<file path="src/rtl/compare_fault_qualifier.sv">
// compare_fault_qualifier
//   Debounces the over-high / under-low bits coming from CH compare_LH
//   instances, latches sticky fault flags, and drives one protection trip
//   output. Clearing takes an explicit ack_i and finishes only once every
//   monitored input is clean.
//
// Optional feature macro: COMPARE_FAULT_LOG_EN (adds first_o and trip_count_o)
//
// Ports
//   clk_i         system clock
//   rst_i         synchronous reset, active-high
//   compare_i     bit 2k = ch k above H, bit 2k+1 = ch k below L
//   mask_i        1 = bit monitored, 0 = ignored (its counter is held at 0)
//   ack_i         clear request, single-cycle pulse
//   fault_o       registered trip output (1 in TRIPPED and REARM)
//   flags_o       sticky qualified-fault flags
//   state_o       0=ARMED, 1=TRIPPED, 2=REARM
//   first_o       qualified vector captured at the last trip   (log build)
//   trip_count_o  saturating trip counter                      (log build)
module compare_fault_qualifier #(
  parameter int unsigned CH       = 4,
  parameter int unsigned DEBOUNCE = 8
) (
  input  logic            clk_i,
  input  logic            rst_i,
  input  logic [2*CH-1:0] compare_i,
  input  logic [2*CH-1:0] mask_i,
  input  logic            ack_i,
  output logic            fault_o,
  output logic [2*CH-1:0] flags_o,
  output logic [1:0]      state_o
`ifdef COMPARE_FAULT_LOG_EN
  ,
  output logic [2*CH-1:0] first_o,
  output logic [15:0]     trip_count_o
`endif
);

  localparam int unsigned NB = 2 * CH;
  localparam int unsigned CW = $clog2(DEBOUNCE + 1);
  localparam logic [CW-1:0] CNT_MAX = CW'(DEBOUNCE - 1);

  typedef enum logic [1:0] {
    ARMED   = 2'd0,
    TRIPPED = 2'd1,
    REARM   = 2'd2
  } state_t;

  state_t          r_state;
  state_t          w_state_nxt;
  logic            r_fault;
  logic [NB-1:0]   r_flags;
  logic [NB-1:0]   w_flags_nxt;
  logic [NB-1:0]   w_act;
  logic [NB-1:0]   w_qual;
  logic [CW-1:0]   r_cnt [NB];

  // A bit qualifies on the edge where it is active with a saturated counter,
  // i.e. its DEBOUNCE-th consecutive active edge.
  always_comb begin
    w_act = compare_i & mask_i;
    for (int k = 0; k < int'(NB); k++) begin
      w_qual[k] = w_act[k] && (r_cnt[k] == CNT_MAX);
    end
  end

  // Per-bit debounce counters, saturating at DEBOUNCE-1; run in every state.
  always_ff @(posedge clk_i) begin
    for (int k = 0; k < int'(NB); k++) begin
      if (rst_i || !w_act[k]) begin
        r_cnt[k] <= '0;
      end else if (r_cnt[k] != CNT_MAX) begin
        r_cnt[k] <= r_cnt[k] + CW'(1);
      end
    end
  end

  // Next-state and flag update.
  always_comb begin
    w_state_nxt = r_state;
    w_flags_nxt = r_flags | w_qual;
    case (r_state)
      ARMED: begin
        if (|w_qual) w_state_nxt = TRIPPED;
      end
      TRIPPED: begin
        if (ack_i) begin
          // Old flags are dropped; anything qualifying right now is kept.
          w_flags_nxt = w_qual;
          w_state_nxt = (|w_qual) ? TRIPPED : REARM;
        end
      end
      REARM: begin
        if (|w_qual)     w_state_nxt = TRIPPED;
        else if (|w_act) w_state_nxt = REARM;
        else             w_state_nxt = ARMED;
      end
      default: w_state_nxt = ARMED;
    endcase
  end

  // State and output registers; fault follows the next state.
  always_ff @(posedge clk_i) begin
    if (rst_i) begin
      r_state <= ARMED;
      r_flags <= '0;
      r_fault <= 1'b0;
    end else begin
      r_state <= w_state_nxt;
      r_flags <= w_flags_nxt;
      r_fault <= (w_state_nxt != ARMED);
    end
  end

  assign fault_o = r_fault;
  assign flags_o = r_flags;
  assign state_o = r_state;

`ifdef COMPARE_FAULT_LOG_EN
  logic [NB-1:0] r_first;
  logic [15:0]   r_trip_count;
  logic          w_trip_entry;

  // Only entries from ARMED/REARM count; an ack that stays TRIPPED does not.
  assign w_trip_entry = (r_state != TRIPPED) && (w_state_nxt == TRIPPED);

  always_ff @(posedge clk_i) begin
    if (rst_i) begin
      r_first      <= '0;
      r_trip_count <= '0;
    end else if (w_trip_entry) begin
      r_first <= w_qual;
      if (r_trip_count != 16'hFFFF) r_trip_count <= r_trip_count + 16'd1;
    end
  end

  assign first_o      = r_first;
  assign trip_count_o = r_trip_count;
`endif

endmodule

</file>
<file path="config.mk">
export PLATFORM = sky130hd
export DESIGN_NAME = compare_fault_qualifier
export DESIGN_NICKNAME = d
export VERILOG_FILES = /design/src/rtl/compare_fault_qualifier.sv
export SDC_FILE = /design/constraint.sdc
export NUM_CORES = 1
export LEC_CHECK = 0
export ABC_AREA = 1
export CAP_MARGIN = 0
export CORE_AREA = 2 2 86 108
export CTS_CLUSTER_SIZE = 20
export DETAILED_ROUTE_END_ITERATION = 8
export DIE_AREA = 0 0 88 110
export GPL_ROUTABILITY_DRIVEN = 1
export PLACE_DENSITY_LB_ADDON = 0.25
export SETUP_SLACK_MARGIN = 0.3
export SKIP_LAST_GASP = 1
export SLEW_MARGIN = 25
export SYNTH_ARGS = -nofsm -noshare
export SYNTH_HDL_FRONTEND = slang
export SYNTH_SLANG_ARGS = --single-unit
</file>
<file path="constraint.sdc">
create_clock -name clk_i -period 1.72 [get_ports clk_i]
set_input_delay 0.344 -clock clk_i [delete_from_list [all_inputs] [get_ports clk_i]]
set_output_delay 0.344 -clock clk_i [all_outputs]
set_load 0.1 [all_outputs]
</file>
Word-level counts from Yosys, hierarchy flattened
Memory sizes are Yosys's and may differ from the RTL's.
Index checks and enable logic that the tools add are counted.
- flip-flop bits (word level): 11
- memories kept: 1
- output and inout port bits: 11
- memory bits (writable): 32
- memory list (memory ; depth ; width ; rd ports ; clocked after memory_dff ; wr ports ; line ; source):
    r_cnt ; 8 ; 4 ; 8 ; 0 ; 8 ; 56 ; logic [CW-1:0] r_cnt [NB];
- equal/unequal tests: 18
- $add $sub $neg: 8
- reductions and logical operators: 28
- bitwise operators: 10
- mux-type cells: 56
- operators by type and width (kind ; count):
    $mux W1 ; 40
    $add A4 B1 Y4 const B ; 8
    $eq A4 B3 Y1 const B ; 8
    $mux W4 ; 8
    $ne A4 B3 Y1 const B ; 8
    $mux W8 ; 2
    $reduce_or A8 Y1 ; 2
    $mux W2 ; 5
    $and A8 B8 Y8 ; 1
    $logic_and A1 B1 Y1 ; 8
    $logic_not A1 Y1 ; 8
    $logic_or A1 B1 Y1 ; 8
    $or A1 B1 Y1 ; 8
    $or A8 B8 Y8 ; 1
    $pmux W2 S3 ; 1
    $eq A2 B1 Y1 const B ; 1
    $eq A2 B2 Y1 const B ; 1
    $logic_not A2 Y1 ; 1
    $reduce_bool A2 Y1 ; 1

Logic depth before layout (Yosys ltp)
- depth in word-level cells: 7
- gate-level depth with buffers: 9

Worst setup path before layout
Ideal clock, no wire load.
- path type: flip-flop to flip-flop
- start: reg r_state[0] (netlist: state_o[0])
- end: reg r_fault (netlist: fault_o)
- arrival: 1.654 ns
- library setup time: 0.059 ns
- setup slack: 0.007 ns
- stages on the path, launching flop included: 5
- cells stage by stage: dfxtp_1 -> nand3_1 -> nand2_1 -> nand4_1 -> nand2_1
- cells in the longest elaborated chain, start to end: 3
- elaborated cells on any way between the ends: 7
- RTL lines (what ; line ; source):
    start: declaration ; 49 ; state_t r_state;
    start signal: assignment ; 109 ; r_state <= w_state_nxt;
    $eq A2 B2 Y1, or another cell as far along ; 82 ; case (r_state)
    $pmux W2 S3 (*) ; 82 ;
    $reduce_bool A2 Y1 (*) ; 111 ; r_fault <= (w_state_nxt != ARMED);
    end signal: assignment ; 111 ;
    end: declaration ; 51 ; logic r_fault;
Every way passes the cells marked *; elsewhere a longest branch is shown, timed or not.
A chain may end at the register's enable or synchronous reset.

==> results.json <==
{
  "synthTopCellsByArea": "edfxtp_1, dfxtp_1, nand2_1",
  "yosys_warnings": 0,
  "die_y_um": 110,
  "cp.arrival_ns": 1.53,
  "h-tree-depth": 2,
  "cts_buffers": 5,
  "routed_wl_mm": 4.20,
  "grt_use_total_pct": 9.25,
  "routedWlPerCell_um": 10.4,
  "netlist_area_mm2": 0.00212,
  "layout-area-overhead-vs-synth_pct": 36.9,
  "place_congestion": 0.761,
  "hold_slack_ns": 0.514,
  "yosys.area_share.adder_pct": 4.72,
  "rows": 38,
  "die_x_um": 88,
  "ys_types": 20,
  "setup_viol": 0,
  "antenna_found_initial": 0,
  "io_buffers": 29,
  "synth.mux.area_fraction_pct": 0,
  "grt_pass1_wl_mm": 6.84,
  "fin_skew_ns": 0.00703,
  "status": "complete, no violations",
  "setup_tns_ns": 0,
  "layout_min_cycle_time_ns": 1.35,
  "coreArea_mm2": 0.00861,
  "dr.pass1.iters": 4,
  "diodes": 0,
  "grt_max_degree": 18,
  "first_global_vias": 1546,
  "start_kind": "register",
  "p_leak_nw": 1.19,
  "drv_slew": 0,
  "finish.net_count": 308,
  "syn_inst": 231,
  "hold_start": "flags_o[3]",
  "grt_overflow_total": 0,
  "end_kind": "register",
  "dp_hpwl_mm": 3.16,
  "synth_simple_gate_area_share_pct": 28.9,
  "tightest_slew_ns": 0.315,
  "finalHoldViolCount": 0,
  "syn_nets": 258,
  "r2r-start": "r_cnt[1][12]",
  "rr_worst_depth": 9,
  "postCtsHoldBufs": 0,
  "drcViolationCount": 0,
  "design_area_mm2": 0.00290,
  "worst_skew_pair.late_latency_ns": 0.29,
  "die_area_mm2": 0.00968,
  "stdcell_count": 402,
  "cp_max_fo": 3,
  "crit_required_ns": 1.90,
  "cts_buffer_depth": 2,
  "cts_root_buf": "clkbuf_8",
  "max_slew_margin_pct": 78.9,
  "ir_drop_mv": 0.313,
  "synth_compound_area_share_pct": 6.08,
  "p_per_area_mw_per_mm2": 655,
  "syn_avg_cell_area_um2": 9.18,
  "r2r-end": "fault_o",
  "synth_top_family_by_area": "simple AND/OR/NAND/NOR gates",
  "ys_ff_latch": 43,
  "ant_nets": 0,
  "reg2reg_slack_ns": 0.37,
  "start_util_pct": 24.6,
  "maxCapViolCount": 0,
  "synth-xor-area-share_pct": 0,
  "drive_above_1_share_pct": 25.2,
  "ioPinCount": 30,
  "clkSinkCount": 43,
  "path_clk_slew_ns": 0.08,
  "synth_top_area_share_pct": 45.3,
  "period_share_pct": 78.6,
  "hold_path_class": "reg -> reg",
  "yosys.area.top_type": "edfxtp_1",
  "min_path_cells": 2,
  "viasPerCell": 4.00,
  "whs_endpoint": "flags_o[3]",
  "drtIter0Drc": 49,
  "cts_tree": "built",
  "synth_seq_area_share_pct": 55.7,
  "rsz0062_at_grt": "yes",
  "fillers": 899,
  "final_core_util_pct": 33.7,
  "max_freq_ghz": 0.740,
  "vias": 1607,
  "critPathKind": "reg -> reg",
  "place_area_mm2": 0.00268,
  "placed_cells": 381
}
-- Yosys cell counts --
cell and number:
buf_6 1, o21ai_1 7, nand4_1 1, inv_1 19, nor3b_2 1, nor2_1 37
ha_1 8, edfxtp_1 32, nand2_1 56, a21oi_1 9, o21ai_0 8, nand3_1 11
or2_2 8, nand2_2 5, nor2_4 1, nor2_2 7, o21ai_2 1, nor3b_1 7
buf_8 1, dfxtp_1 11
-- through the flow --
stage               setup WS (ns)  total power [mW]
CTS                         0.303              1.93
finish                      0.368              1.90
detailed placement         0.0739              1.25
global route                0.278              1.99
global placement           0.0990              1.25
floorplan                   0.406              1.19
-- final cells by class --
class | instances | area [um2] | area share [%]
Clock buffer | 7 | 86.3 | 2.98
Clock inverter | 1 | 5.00 | 0.172
Inverter | 19 | 71.3 | 2.46
Multi-Input combinational cell | 167 | 872 | 30.1
Sequential cell | 43 | 1180 | 40.8
Tap cell | 120 | 150 | 5.17
Timing Repair Buffer | 45 | 533 | 18.4
-- metal layers --
layer	GRT usage, %	wire, um
met5	0	0
met4	3.63	65
met3	2.31	135
met2	15.7	2050
met1	11.2	1950
-- worst max path at each step --
stage	start	endpoint	slack (ns)
final	r_cnt[1][12]	fault_o	0.37
after global routing	r_cnt[0][13]	fault_o	0.28
after CTS	r_cnt[0][8]	fault_o	0.30
after detailed placement	rst_i	r_cnt[0][10]	0.07
after global placement	rst_i	r_cnt[0][10]	0.1
after floorplan	state_o[0]	fault_o	0.41
-- layout by cell type (no fill, tap or decap), types with 6 or more instances in the layout --
cell | Yosys | layout
nand2_1 | 56 | 54
nor2_1 | 37 | 35
edfxtp_1 | 32 | 32
inv_1 | 19 | 19
clkdlybuf4s50_1 | 0 | 18
buf_4 | 0 | 15
buf_12 | 0 | 12
nand3_1 | 11 | 11
nor2_2 | 7 | 9
a21oi_1 | 9 | 9
dfxtp_1 | 11 | 9
o21ai_0 | 8 | 8
or2_2 | 8 | 8
nand2_2 | 5 | 7
nor3b_1 | 7 | 7
ha_2 | 0 | 7
o21ai_1 | 7 | 6
clkbuf_8 | 0 | 6
-- worst max-delay path, stage by stage, from the launching register on --
cell and delay (ns):
edfxtp_1 0.40, ha_1 0.24, nand2_2 0.09, nor2_2 0.04, nand2_1 0.05, nand2_1 0.07, nor2_2 0.12, nand3_1 0.08
nand2_1 0.08, nand2_1 0.07
-- where the power goes --
part	total [mW]	switching (mW)	internal [mW]
sequential	1.12	0.00581	1.11
clock	0.664	0.339	0.324
combinational	0.120	0.0531	0.0673
total	1.90	0.398	1.50
-- sequential cells by signal, indices dropped and copies added, names as in the netlist --
| signal | flops |
|---|---|
| flags_o | 8 |
| r_cnt | 32 |
| fault_o | 1 |
| state_o | 2 |
-- kinds of logic (layout without fill, tap and decap cells) --
logic type	after synthesis	count (layout)
flops	43	43
simple gates	134	134
buf+inv	21	72
compound gates	25	25
fa+ha+maj	8	8
-- repair_timing --
| item | 4_1_cts | 5_1_grt |
|---|---|---|
| resized for setup | 2 | 10 |
| pin swaps | 1 | 7 |
| endpoints found under the setup margin | 1 | 5 |
| buffers inserted | 7 | 6 |
Power figures use the tool's default switching activity.
==> RTL change 1 (same settings) <==
The parameter `CH` goes from 4 to 8.
--- a/src/rtl/compare_fault_qualifier.sv
+++ b/src/rtl/compare_fault_qualifier.sv
@@ -20,3 +20,3 @@
 module compare_fault_qualifier #(
-  parameter int unsigned CH       = 4,
+  parameter int unsigned CH       = 8,
   parameter int unsigned DEBOUNCE = 8
Interface: changed (resized compare_i, flags_o and mask_i); port bits go from 30 to 54. No check against the original RTL was run, so the function may have changed too.
==> RTL change 1 against the original RTL <==
Sequential power up 93%; cell count is 67% higher; worst setup slack got worse by 120 ps; sequential cell count is 40 higher; clock power grew 88%; routed wire length up 97%; combinational power grew 110%; critical path depth grew 2; count of clock-buffer cells in the layout rose by 6; total power grew 93%; die area unchanged; design area up 93%; synthesized area up 99%.
==> RTL change 1: results (changes against the original RTL) <==
largest net degree at the start of global routing = 19 (was 18)
ratio of cells with drive above 1 in the final layout = 30.67% (was 25.18%)
first-pass GRT wire length = 13,610 um (was 6844 um)
Post-synth ARST share = 0% (unchanged)
dpl hpwl = 5965 um (was 3159 um)
status = finished clean (unchanged)
CTS Buf Count = 9 (was 5)
critical path launch point = r_cnt[1][8]$_SDFFCE_PN0P_ (was r_cnt[1][12]$_SDFFCE_PN0P_)
Pre-antenna DRT Iters = 4 (unchanged)
Seq pwr share = 58.9% (was 58.7%)
Final Wtd Congestion = 0.7613 (was 0.7605)
Max Clock Skew = 6.384 ps (was 7.035 ps)
Static Leakage = 2.416 nW (was 1.190 nW)
hold path start = flags_o[2]$_SDFF_PP0_ (was flags_o[3]$_SDFF_PP0_)
maximum VDD drop = 0.5358 mV (was 0.3128 mV)
Hold Path Cell Cnt = 2 (unchanged)
largest register by flop count = r_cnt (unchanged)
DR top layer = met4 (unchanged)
GRT Util Overall = 18.13% (was 9.254%)
top cells by area, synth = edfxtp_1 (45%), nand2_1 (9.3%), dfxtp_1 (9.0%) (was edfxtp_1 (45%), dfxtp_1 (10%), nand2_1 (9.9%))
met2 GRT Util = 31.55% (was 15.75%)
WL met1 = 3572 um (was 1946 um)
WL met3 = 329 um (was 135 um)
Setup crit end = fault_o$_SDFF_PP0_ (unchanged)
Wirelength per Cell = 12.32 um (was 10.44 um)
# port buffers = 53 (was 29)
CTS H-tree depth = 3 (was 2)
grt met1 use = 21.81% (was 11.16%)
Clock power frac = 34.1% (was 34.9%)
hold path endpoint = flags_o[2]$_SDFF_PP0_ (was flags_o[3]$_SDFF_PP0_)
DR WL met2 = 4217 um (was 2049 um)
Post-synth EDFFs = 64 (was 32)
grt met3 use = 3.649% (was 2.308%)
register area share after synthesis = 54.47% (was 55.73%)
Net Switching = 0.8157 mW (was 0.3982 mW)
crit path max fanout = 3 (unchanged)
nets = 597 (was 308)
Max Buffers Root-to-Sink = 2 (unchanged)
clk_lat worst skew = 350 ps (was 290 ps)
crit path DAT = 1720 ps (was 1530 ps)
worst min path class = reg2reg (unchanged)
reg2reg setup slack = 250 ps (was 370 ps)
Root Buffer = clkbuf_8 (unchanged)
syn nets = 504 (was 258)
Rel. slew slack = 76.73% (was 78.88%)
Worst R2R Path Depth = 11 (was 9)
synth warn = 0 (unchanged)
Filler Cells Inserted = 697 (was 899)
vias in the first global route = 3,128 (was 1,546)
DP Area = 5127 um2 (was 2681 um2)
Detailed Route Iter0 Violations = 182 (was 49)
Largest register FFs = 64 (was 32)
via count = 3,231 (was 1,607)
drc violations = 0 (unchanged)
most common library cells after synthesis = nand2_1 (105), nor2_1 (80), edfxtp_1 (64), nand3_1 (33), inv_1 (32) (was nand2_1 (56), nor2_1 (37), edfxtp_1 (32), inv_1 (19))
[RTL change 1: cell count changes after synthesis, sizes merged, moves of 19 or more]
cell | unedited run | this run
nand3 | 11 | 33
nor2 | 45 | 91
inv | 19 | 38
nand2 | 61 | 122
edfxtp | 32 | 64
[RTL change 1: cell families (layout without fill, tap and decap cells)]
logic type | Yosys count | count (layout) | share of synthesized area, %
and+or+nand+nor | 278 | 278 | 31.82
AOI/OAI and AO/OA | 34 | 34 | 4.825
DFF | 83 | 83 | 54.47
buffers and inverters | 42 | 140 | 4.145
adders and majority gates | 16 | 16 | 4.736
[RTL change 1: through the flow]
| step | hold slack [ps] | utilization, % | instances | total power, mW | setup slack, ps |
|---|---|---|---|---|---|
| 3_5_place_dp | 494.8 | 59.58 | 628 | 2.439 | 20.99 |
| 3_3_place_gp | 487.6 | 59.58 | 628 | 2.433 | 46.25 |
| 5_1_grt | 525.8 | 65.09 | 671 | 3.806 | 122.3 |
| 6_report | 501.1 | 65.09 | 671 | 3.669 | 250.9 |
| 4_1_cts | 505.5 | 64.38 | 668 | 3.700 | 274.0 |
| 2_1_floorplan | 560.0 | - | 453 | 2.324 | 341.5 |
[RTL change 1: repair_timing]
action | CTS | global route
pin swaps | 19 | 11
resized for setup | 24 | 12
endpoints found under the setup margin | 3 | 6
hold buffers | 0 | 0
buffers inserted | 24 | 3
[RTL change 1: area by class of cell]
type	instances	area share, %
clock inverter	3	0.4244
tap	120	2.680
clock buffer	13	2.658
sequential	83	41.19
timing repair buffer	86	17.51
multi-input combinational	328	32.99
inverter	38	2.546
[RTL change 1: critical path: stages (launching register included)]
cell	delay (ps)
edfxtp_1	430
ha_2	220
nand2_2	70
nor2_1	50
nand2_1	60
nand2_1	60
nor2_2	110
nand2_1	90
nor2_2	100
nand2_1	70
nand2_2	60
nand2_1	40
==> RTL change 2 (same settings) <==
Made on the original files. The output `fault_o` loses its register stage (`r_fault` becomes a continuous assignment).
--- a/src/rtl/compare_fault_qualifier.sv
+++ b/src/rtl/compare_fault_qualifier.sv
@@ -106,3 +106,2 @@
       r_flags <= '0;
-      r_fault <= 1'b0;
     end else begin
@@ -110,5 +109,6 @@
       r_flags <= w_flags_nxt;
-      r_fault <= (w_state_nxt != ARMED);
     end
   end
+
+  assign r_fault = (w_state_nxt != ARMED);
 
Function: changed (a bounded check fails within 10 cycles, from zero or initial values and one cycle with rst_i high).
==> RTL change 2 against the original RTL <==
Synthesized cell count grew 0.87%; sequential cell count fell by 1; design area up 11%; die area stayed put; register-to-register slack lost 510 ps; total power decreased by 3.8%; worst setup slack lost 710 ps; the flow now finishes with violations (setup timing); largest power group unchanged; non-clock buffer count is 33 higher; synthesized area down 1.1%; routed wire length up 4.5%.
==> RTL change 2: results (changes against the original RTL) <==
#MultiIn Comb = 171 (was 167)
largest net degree at the start of global routing = 19 (was 18)
syn nets = 260 (was 258)
Filler Cells Inserted = 888 (was 899)
top cells by area, synth = edfxtp_1 (46%), nand2_1 (11%), dfxtp_1 (9.5%) (was edfxtp_1 (45%), dfxtp_1 (10%), nand2_1 (9.9%))
Rel. slew slack = 78.67% (was 78.88%)
Distinct cells, synth = 19 (was 20)
nets = 343 (was 308)
Seq. cell area = 1169 um2 (was 1184 um2)
crit path DAT = 1720 ps (was 1530 ps)
reg2reg setup slack = -140 ps (was 370 ps)
Worst R2R Path Depth = 15 (was 9)
Non-clk bufs = 78 (was 45)
Final Wtd Congestion = 0.7297 (was 0.7605)
worst hold margin = 511.7 ps (was 514.3 ps)
Comb power frac = 7.4% (was 6.3%)
final setup vio count = 2 (was 0)
area of the multi-input gates = 967.2 um2 (was 872.1 um2)
status = finished with violations (was finished clean)
Synth Area in Compound Gates = 6.086% (was 6.080%)
Non-clock buffering overhead = 24.73% (was 18.37%)
Logic inverters = 18 (was 19)
Setup crit end = fault_o (was fault_o$_SDFF_PP0_)
clock buffers = 8 (was 7)
final setup margin = -343.4 ps (was 368.2 ps)
Adder-Cell Fraction of Synth Area = 4.773% (was 4.723%)
ratio of cells with drive above 1 in the final layout = 38.17% (was 25.18%)
Detailed Route Iter0 Violations = 73 (was 49)
failing checks = setup timing
FFs & Latches = 42 (was 43)
maximum VDD drop = 0.2413 mV (was 0.3128 mV)
R2R Path End = state_o[0]$_SDFF_PP0_ (was fault_o$_SDFF_PP0_)
[RTL change 2: kinds of logic after synthesis]
family                   count (synthesis)
buffers and inverters                   20
AND/OR/NAND/NOR                        138
flip-flops                              42
AO/OA/AOI/OAI                           25
adder cells (fa/ha/maj)                  8
[RTL change 2: layer usage]
layer	track usage (%)	vias to the layer above	part of all wire (%)
li1	-	934	-
met1	10.61	795	43
met2	16.72	33	52
met3	2.010	2	3.7
met4	3.956	0	0.48
met5	0	-	0
[RTL change 2: metrics by stage]
stage                     setup WS (ps)  cells  TNS [ps]  total power [mW]  cell area [um2]
after floorplan                   35.46    233         0             1.158             2137
after global placement           -283.9    408    -283.9             1.239             2900
after detailed placement         -306.0    408    -306.0             1.239             2900
after CTS                        -375.9    427    -543.9             1.856             3104
after global routing             -430.9    437    -672.8             1.904             3233
final                            -343.4    437    -481.1             1.828             3233
[RTL change 2: critical path, delay by kind of cell (launching register included)]
family,cells,cell delay [ps]
buf+inv,1,170
flops,1,400
fa+ha+maj,1,210
simple gates,7,650
